--- src/rtl/aes_round_sequencer_if.sv ---
// aes_round_sequencer_if: request/response handshake plus the round-datapath bundle
// shared between the AES sequencer (slave) and its environment (master).
interface aes_round_sequencer_if;
   logic         in_valid, in_ready, in_decrypt;
   logic [1:0]   in_klen;
   logic [127:0] in_data;
   logic         out_valid, out_ready, out_err;
   logic [127:0] out_data;
   logic [127:0] dp_state, dp_rk, dp_next;
   logic         dp_inv, dp_final;
   logic [3:0]   dp_rk_idx;
   modport slave (
      input  in_valid, in_data, in_decrypt, in_klen, out_ready, dp_rk, dp_next,
      output in_ready, out_valid, out_data, out_err, dp_state, dp_inv, dp_final, dp_rk_idx
   );
   modport master (
      output in_valid, in_data, in_decrypt, in_klen, out_ready, dp_rk, dp_next,
      input  in_ready, out_valid, out_data, out_err, dp_state, dp_inv, dp_final, dp_rk_idx
   );
endinterface

--- src/rtl/aes_round_sequencer.sv ---
// aes_round_sequencer: control FSM and state register for an iterative one-round-per-cycle AES core.
// Round function and key schedule are external; this block only sequences them.
module aes_round_sequencer #(
   parameter int DW    = 128,
   parameter int NR128 = 10,
   parameter int NR192 = 12,
   parameter int NR256 = 14
) (
   input logic                  clk,
   input logic                  reset,
   aes_round_sequencer_if.slave bus
);
   typedef enum logic [1:0] {IDLE, INIT, ROUND, DONE} state_t;
   state_t        r_fsm;
   logic [DW-1:0] r_state;
   logic [3:0]    r_nr, r_round, r_rk_idx;
   logic          r_inv, r_final, r_ready, r_valid, r_err;
   logic [3:0]    w_nr;
   assign w_nr = bus.in_klen == 2'd0 ? 4'(NR128) : bus.in_klen == 2'd1 ? 4'(NR192) : 4'(NR256);
   // Key index and final flag are registered one step ahead so the datapath sees them in the round they apply to
   always_ff @(posedge clk) begin
      if (reset) begin
         r_fsm    <= IDLE;
         r_state  <= '0;
         r_nr     <= 4'd0;
         r_round  <= 4'd0;
         r_rk_idx <= 4'd0;
         r_inv    <= 1'b0;
         r_final  <= 1'b0;
         r_ready  <= 1'b1;
         r_valid  <= 1'b0;
         r_err    <= 1'b0;
      end else begin
         case (r_fsm)
            IDLE: if (bus.in_valid) begin
               r_ready <= 1'b0;
               if (bus.in_klen == 2'd3) begin
                  r_fsm   <= DONE;
                  r_valid <= 1'b1;
                  r_err   <= 1'b1;
               end else begin
                  r_fsm    <= INIT;
                  r_state  <= bus.in_data;
                  r_inv    <= bus.in_decrypt;
                  r_nr     <= w_nr;
                  r_err    <= 1'b0;
                  r_rk_idx <= bus.in_decrypt ? w_nr : 4'd0;
               end
            end
            INIT: begin
               r_fsm    <= ROUND;
               r_state  <= r_state ^ bus.dp_rk;
               r_round  <= 4'd1;
               r_rk_idx <= r_inv ? r_nr - 4'd1 : 4'd1;
               r_final  <= r_nr == 4'd1;
            end
            ROUND: begin
               r_state <= bus.dp_next;
               if (r_final) begin
                  r_fsm    <= DONE;
                  r_valid  <= 1'b1;
                  r_rk_idx <= 4'd0;
                  r_final  <= 1'b0;
               end else begin
                  r_round  <= r_round + 4'd1;
                  r_rk_idx <= r_inv ? r_nr - r_round - 4'd1 : r_round + 4'd1;
                  r_final  <= r_round + 4'd1 == r_nr;
               end
            end
            DONE: if (bus.out_ready) begin
               r_fsm   <= IDLE;
               r_valid <= 1'b0;
               r_ready <= 1'b1;
            end
         endcase
      end
   end
   // An illegal request leaves the state register untouched, so its result is forced to zero here
   assign bus.out_data  = r_err ? '0 : r_state;
   assign bus.in_ready  = r_ready;
   assign bus.out_valid = r_valid;
   assign bus.out_err   = r_err;
   assign bus.dp_state  = r_state;
   assign bus.dp_inv    = r_inv;
   assign bus.dp_final  = r_final;
   assign bus.dp_rk_idx = r_rk_idx;
endmodule
--- src/flat_wrapper.sv ---
// flat-port wrapper written by rule: the top's interface ports become plain ports
module aes_round_sequencer_flat 
#(
   parameter int DW    = 128,
   parameter int NR128 = 10,
   parameter int NR192 = 12,
   parameter int NR256 = 14
)
  (clk, reset, bus_in_valid, bus_in_data, bus_in_decrypt, bus_in_klen, bus_out_ready, bus_dp_rk, bus_dp_next, bus_in_ready, bus_out_valid, bus_out_data, bus_out_err, bus_dp_state, bus_dp_inv, bus_dp_final, bus_dp_rk_idx);
  aes_round_sequencer_if bus_i ();
  input logic clk;
  input logic reset;
  input wire logic [$bits(bus_i.in_valid)-1:0] bus_in_valid;
  input wire logic [$bits(bus_i.in_data)-1:0] bus_in_data;
  input wire logic [$bits(bus_i.in_decrypt)-1:0] bus_in_decrypt;
  input wire logic [$bits(bus_i.in_klen)-1:0] bus_in_klen;
  input wire logic [$bits(bus_i.out_ready)-1:0] bus_out_ready;
  input wire logic [$bits(bus_i.dp_rk)-1:0] bus_dp_rk;
  input wire logic [$bits(bus_i.dp_next)-1:0] bus_dp_next;
  output wire logic [$bits(bus_i.in_ready)-1:0] bus_in_ready;
  output wire logic [$bits(bus_i.out_valid)-1:0] bus_out_valid;
  output wire logic [$bits(bus_i.out_data)-1:0] bus_out_data;
  output wire logic [$bits(bus_i.out_err)-1:0] bus_out_err;
  output wire logic [$bits(bus_i.dp_state)-1:0] bus_dp_state;
  output wire logic [$bits(bus_i.dp_inv)-1:0] bus_dp_inv;
  output wire logic [$bits(bus_i.dp_final)-1:0] bus_dp_final;
  output wire logic [$bits(bus_i.dp_rk_idx)-1:0] bus_dp_rk_idx;
  assign bus_i.in_valid = bus_in_valid;
  assign bus_i.in_data = bus_in_data;
  assign bus_i.in_decrypt = bus_in_decrypt;
  assign bus_i.in_klen = bus_in_klen;
  assign bus_i.out_ready = bus_out_ready;
  assign bus_i.dp_rk = bus_dp_rk;
  assign bus_i.dp_next = bus_dp_next;
  assign bus_in_ready = bus_i.in_ready;
  assign bus_out_valid = bus_i.out_valid;
  assign bus_out_data = bus_i.out_data;
  assign bus_out_err = bus_i.out_err;
  assign bus_dp_state = bus_i.dp_state;
  assign bus_dp_inv = bus_i.dp_inv;
  assign bus_dp_final = bus_i.dp_final;
  assign bus_dp_rk_idx = bus_i.dp_rk_idx;
  aes_round_sequencer #(.DW(DW), .NR128(NR128), .NR192(NR192), .NR256(NR256)) u_core (.clk(clk), .reset(reset), .bus(bus_i));
endmodule
--- config.mk ---
export PLATFORM = sky130hd
export DESIGN_NAME = aes_round_sequencer_flat
export DESIGN_NICKNAME = d
export VERILOG_FILES = /design/src/rtl/aes_round_sequencer_if.sv /design/src/rtl/aes_round_sequencer.sv /design/src/flat_wrapper.sv
export SDC_FILE = /design/constraint.sdc
export NUM_CORES = 1
export LEC_CHECK = 0
export BUFFER_PORTS_ARGS = -buffer_cell sky130_fd_sc_hd__clkbuf_2
export CORE_AREA = 2 2 253 255
export CTS_CLUSTER_DIAMETER = 80
export DETAILED_ROUTE_END_ITERATION = 16
export DIE_AREA = 0 0 255 257
export HOLD_SLACK_MARGIN = 0.02
export REMOVE_ABC_BUFFERS = 1
export SYNTH_ARGS = -nofsm -noshare
export SYNTH_HDL_FRONTEND = slang
export SYNTH_SLANG_ARGS = --single-unit
--- constraint.sdc ---
create_clock -name clk -period 2.1 [get_ports clk]
set_clock_uncertainty 0.1 [all_clocks]
set_input_delay 0.21 -clock clk [delete_from_list [all_inputs] [get_ports clk]]
set_output_delay 0.21 -clock clk [all_outputs]
set_load 0.005 [all_outputs]
======== Yosys cells after proc, flatten, opt, wreduce, memory -nomap -nowiden ========
Index checks and enable logic that the tools add are counted.
cells by class
  add/sub/neg operators ................... 4
  eq/ne operators ......................... 13
  multiplexer cells ....................... 31
  bitwise logic cells ..................... 2
  reductions and logical operators ........ 13
operators by type and width
  cell                                                   count
  2-to-1 mux 128 bit                                     3
  case mux 128 bit (3 select lines)                      1
  bitwise XOR 128 bit                                    1
  2-to-1 mux 4 bit                                       8
  case mux 4 bit (3 select lines)                        1
  AND reduction 3 bit                                    4
  2-to-1 mux 2 bit                                       5
  2-to-1 mux 1 bit                                       8
  inequality test 2 bit, second input constant           4
  case mux 2 bit (4 select lines)                        1
  case mux 4 bit (2 select lines)                        1
  subtractor 4 x 1 -> 4 bit, second input constant       2
  equality test 2 bit, second input constant             3
  nonzero test 3 bit                                     2
  AND reduction 5 bit                                    1
  adder 4 x 1 -> 4 bit, second input constant            1
  equality test 2 x 1 -> 1 bit, second input constant    2
  equality test 4 x 1 -> 1 bit, second input constant    1
  equality test 4 bit                                    1
  logical NOT 2 bit                                      2
  inequality test 2 x 1 -> 1 bit, second input constant  2
  case mux 1 bit (2 select lines)                        2
  AND reduction 2 bit                                    2
  nonzero test 2 bit                                     2
  other kinds (3)                                        3
storage, ports and cells
  flip-flop bits (word level) ............. 147
  output and inout port bits .............. 265
  word-level logic and storage cells ...... 73

======== Logic depth before layout (Yosys ltp) ========
  depth in word-level cells ............... 7
  mapped depth ............................ 9

======== Least setup slack after synthesis ========
Ideal clock, no wire load.
  path type ............................... register to register
  start ................................... register u_core.r_fsm[0]
  end ..................................... register u_core.r_rk_idx[2] (netlist: u_core.bus.dp_rk_idx[2])
  setup time .............................. 101 ps
  data arrival time ....................... 1794 ps
  data required time ...................... 1899 ps
  setup slack ............................. 105 ps
  stages on the path, launching flop included .. 8
  path buffers ............................ 1
  period minus slack after synthesis ...... 1995 ps
  path through ............................ dfxtp_1 inv_1 ha_1 clkbuf_1 or3b_2 a2111oi_0 a31oi_1 o41ai_1
between the ends
  longest elaborated chain between the ends .. 3
RTL lines
  element                                                                       RTL line                   text
  from (decl)                                                                   aes_round_sequencer.sv:14  state_t r_fsm;
  from (signal assigned)                                                        aes_round_sequencer.sv:23  r_fsm <= IDLE;
  from (signal assigned)                                                        aes_round_sequencer.sv:38  r_fsm <= DONE;
  from (signal assigned)                                                        aes_round_sequencer.sv:42  r_fsm <= INIT;
  equality test 2 x 1 -> 1 bit (tied with other cells)                          aes_round_sequencer.sv:34  case (r_fsm)
  nonzero test 3 bit (no source line) or inequality test 2 bit (tied branches)  -
  AND reduction 3 bit (no source line)                                          -
  to (signal assigned)                                                          aes_round_sequencer.sv:47  r_rk_idx <= bus.in_decrypt ? w_nr : 4'd0;
  to (signal assigned)                                                          aes_round_sequencer.sv:54  r_rk_idx <= r_inv ? r_nr - 4'd1 : 4'd1;
  to (signal assigned)                                                          aes_round_sequencer.sv:66  r_rk_idx <= r_inv ? r_nr - r_round - 4'd1 : r_round + 4'd1;
  to (decl)                                                                     aes_round_sequencer.sv:16  logic [3:0] r_nr, r_round, r_rk_idx;
Parallel ways exist; a longest one is shown, timed or not.
A chain may end at the register's enable or synchronous reset.

======== Final worst setup path ========
  start ................................... register u_core.r_fsm[0]
  end ..................................... register u_core.r_state[119] (netlist: u_core.bus.dp_state[119])
between the ends
  longest elaborated chain between the ends .. 3
RTL lines
  element                                                                       RTL line                   text
  equality test 2 x 1 -> 1 bit (tied with other cells)                          aes_round_sequencer.sv:34
  nonzero test 3 bit (no source line) or inequality test 2 bit (tied branches)  -
  AND reduction 3 bit (no source line)                                          -
  to (signal assigned)                                                          aes_round_sequencer.sv:43  r_state <= bus.in_data;
  to (signal assigned)                                                          aes_round_sequencer.sv:52  r_state <= r_state ^ bus.dp_rk;
  to (signal assigned)                                                          aes_round_sequencer.sv:58  r_state <= bus.dp_next;
  to (decl)                                                                     aes_round_sequencer.sv:15  logic [DW-1:0] r_state;
Parallel ways exist; a longest one is shown, timed or not.

==> results.json <==
{
  "io_buffers": 655,
  "dr.pass1.iters": 5,
  "max_freq_ghz": 0.504,
  "crit_arrival_ps": 2280,
  "finalSetupViolCount": 0,
  "cp_slowest_cell": "dfxtp_1",
  "numCtsBuffers": 17,
  "routedWlPerCell_um": 14.7,
  "hold_class": "in -> reg",
  "rsz0062_at_grt": "no",
  "outcome": "finished, final reports clean",
  "via_count": 13200,
  "fp.dieH_um": 257,
  "coreArea_sq_mm": 0.0627,
  "drive_above_1_share_pct": 33.9,
  "yosysWarnings": 0,
  "routed_wl_um": 46100,
  "drc": 0,
  "max-cap-violations": 0,
  "final_area_sq_mm": 0.0176,
  "clockBufferDepth": 2,
  "crit_path_end_kind": "flip-flop",
  "crit_path_end": "u_core.bus.dp_state[119]$_SDFFE_PP0P_",
  "crit_type": "reg -> reg",
  "die_width_um": 255,
  "dpl.hpwl_um": 33700,
  "crit_start": "u_core.r_fsm[0]$_SDFFE_PP0P_",
  "r2r_start": "u_core.r_fsm[0]$_SDFFE_PP0P_",
  "crit_required_ps": 2400,
  "cts.sinks": 146,
  "syn_inst": 1400,
  "worstHoldStart": "bus_dp_next[91]",
  "antenna_left": 0,
  "synth_flop_cell": "dfxtp_1",
  "r2r_slack_ps": 120,
  "path_cells": "inv_1 > ha_4 > buf_12 > buf_4 > nor2_1 > a311o_1 > a21oi_1",
  "gp_congestion": 0.847,
  "placed_area_sq_mm": 0.0147,
  "totalPowerFinal_mw": 23.0,
  "initial_core_util_pct": 15.9,
  "tightest_slew_ps": 440,
  "final_max_slew_viol_count": 0,
  "drtIter0Drc": 966,
  "track_usage_pct": 13.2,
  "slew_headroom_pct": 69.9,
  "dp_cells": 2862,
  "holdWs_ps": 75.2,
  "cts_tree": "yes",
  "diodes": 0,
  "syn_area_per_cell_sq_um": 7.12,
  "crit_fanout": 29,
  "p_leak_nw": 8.23,
  "cp-start-kind": "flip-flop",
  "p_per_area_mw_per_mm2": 1300,
  "ys_seq_area_share_pct": 29.3,
  "final_cell_count_no_fill": 3129,
  "syn_area_sq_mm": 0.00996,
  "grt_max_degree": 75,
  "grt_overflow": 0,
  "dieArea_sq_mm": 0.0655,
  "synthToLayoutAreaGrowth_pct": 76.8,
  "ir_drop_mv": 0.815,
  "cts-root-buf": "clkbuf_16",
  "critical-path-max-stage-delay_ps": 330,
  "antenna_found_initial": 1,
  "htree_num_levels": 4,
  "grt_pass1_vias": 12300,
  "cp.depth": 7,
  "reg2reg_depth": 7,
  "fin_crit_ps": 1980,
  "ys_ff_latch": 146,
  "clk_latency_ps": 460,
  "r2r_end": "u_core.bus.dp_state[119]$_SDFFE_PP0P_",
  "rows": 92,
  "synth.distinct_cells": 40,
  "final_nets": 2670,
  "synth_edf_count": 0,
  "ios": 656,
  "worstPathBufferInverterCount": 3,
  "critPathTopFamily": "buffers and inverters",
  "grt_pass1_wl_um": 67600,
  "ys_async_sr_fraction_pct": 0,
  "period_share_pct": 94.5,
  "viasPerCell": 4.20,
  "path_clk_slew_ps": 70,
  "finalHoldViolCount": 0
}
-- how the worst min path moves through the flow --
stage	to	slack, ps	cells after the start
2_1_floorplan	u_core.bus.dp_rk_idx[0]$_SDFFE_PP0P_	180	1
3_3_place_gp	u_core.bus.out_valid$_SDFFE_PP0P_	370	2
3_5_place_dp	u_core.bus.out_valid$_SDFFE_PP0P_	370	2
4_1_cts	u_core.bus.dp_state[105]$_SDFFE_PP0P_	20	4
5_1_grt	u_core.bus.dp_state[105]$_SDFFE_PP0P_	50	4
6_report	u_core.bus.dp_state[91]$_SDFFE_PP0P_	80	4
-- synthesized netlist by cell type (all sizes together) (4+ instances only) --
library cell	number	area share (%)
a311o	128	13
nor2b	130	8.2
xnor2	6	0.53
ha	8	1.0
xor2	130	11
dfxtp	146	29
or3	4	0.25
a21oi	143	7.2
clkbuf	90	3.4
nand2	389	15
nor2	138	5.2
inv	12	0.45
o21ai	9	0.45
nand2b	4	0.25
buf	29	2.2
nand3	5	0.25
-- cell type report --
type                            instances  area, sq um
Timing Repair Buffer                  970         6490
Clock inverter                         11          124
Multi-Input combinational cell       1123         6490
Sequential cell                       146         2930
Fill cell                            6652        45100
Inverter                               12         45.0
Tap cell                              846         1060
Clock buffer                           21          480
-- power by group --
| group | internal (mW) | total, mW | switching (mW) |
|---|---|---|---|
| sequential | 3.94 | 5.42 | 1.47 |
| clock | 1.88 | 3.23 | 1.36 |
| combinational | 7.00 | 14.3 | 7.32 |
| total | 12.8 | 23.0 | 10.1 |
-- timing repair --
item                                    in CTS  in global routing
hold buffers                               235                  0
buffers inserted                             0                  0
gates resized for setup                      1                  1
endpoints found under the hold margin      128                  0
endpoints found under the setup margin      24                 24
-- placed cells by master (no fill, tap or decap), drive strengths merged, types with 6 or more instances in the layout --
master and count:
o21ai 9, nand2 389, clkbuf 675, nor2b 130, a21oi 143, inv 15, dlygate4sd3 235, xnor2 6
a311o 128, nor2 138, ha 8, dfxtp 146, buf 81, xor2 130
-- sequential cells by signal (all words and copies together) (netlist names) --
name,count
u_core.bus.dp_state,128
u_core.bus.dp_inv,1
u_core.r_fsm,2
u_core.r_round,4
u_core.bus.dp_rk_idx,4
u_core.r_nr,3
u_core.bus.out_err,1
u_core.bus.out_valid,1
u_core.bus.dp_final,1
u_core.bus.in_ready,1
-- stage by stage --
| stage | TNS (ps) | worst slack [ps] | utilization, % |
|---|---|---|---|
| 2_1_floorplan | -531180 | -3560 | - |
| 3_3_place_gp | 0 | 179 | 23.4 |
| 3_5_place_dp | 0 | 152 | 23.4 |
| 4_1_cts | 0 | 55.2 | 28.1 |
| 5_1_grt | 0 | 7.21 | 28.1 |
| 6_report | 0 | 116 | 28.1 |
-- tightest hold or removal path, stage by stage --
cell and delay [ps]:
clkbuf_2 80, nand2_1 60, a311o_1 190, a21oi_1 60
-- per-layer routing --
| metal | vias up | wire, um | track usage (%) |
|---|---|---|---|
| met5 | - | 13 | 0 |
| met2 | 578 | 22300 | 22.7 |
| met3 | 80 | 3220 | 3.52 |
| met4 | 2 | 1690 | 6.22 |
| li1 | 6448 | - | - |
| met1 | 6044 | 18900 | 15.0 |
-- kinds of logic (layout without fill, tap and decap cells) --
| group | Yosys count | count (layout) | share of synthesized area [%] |
|---|---|---|---|
| AOI/OAI and AO/OA | 300 | 300 | 22.1 |
| and+or+nand+nor | 676 | 676 | 29.2 |
| xor gates and xnor gates | 136 | 136 | 12.0 |
| buffers and inverters | 131 | 1014 | 6.00 |
| DFF | 146 | 146 | 29.3 |
| adders and majority gates | 9 | 9 | 1.21 |
| muxes | 2 | 2 | 0.201 |
(Power assumes the default switching activity.)
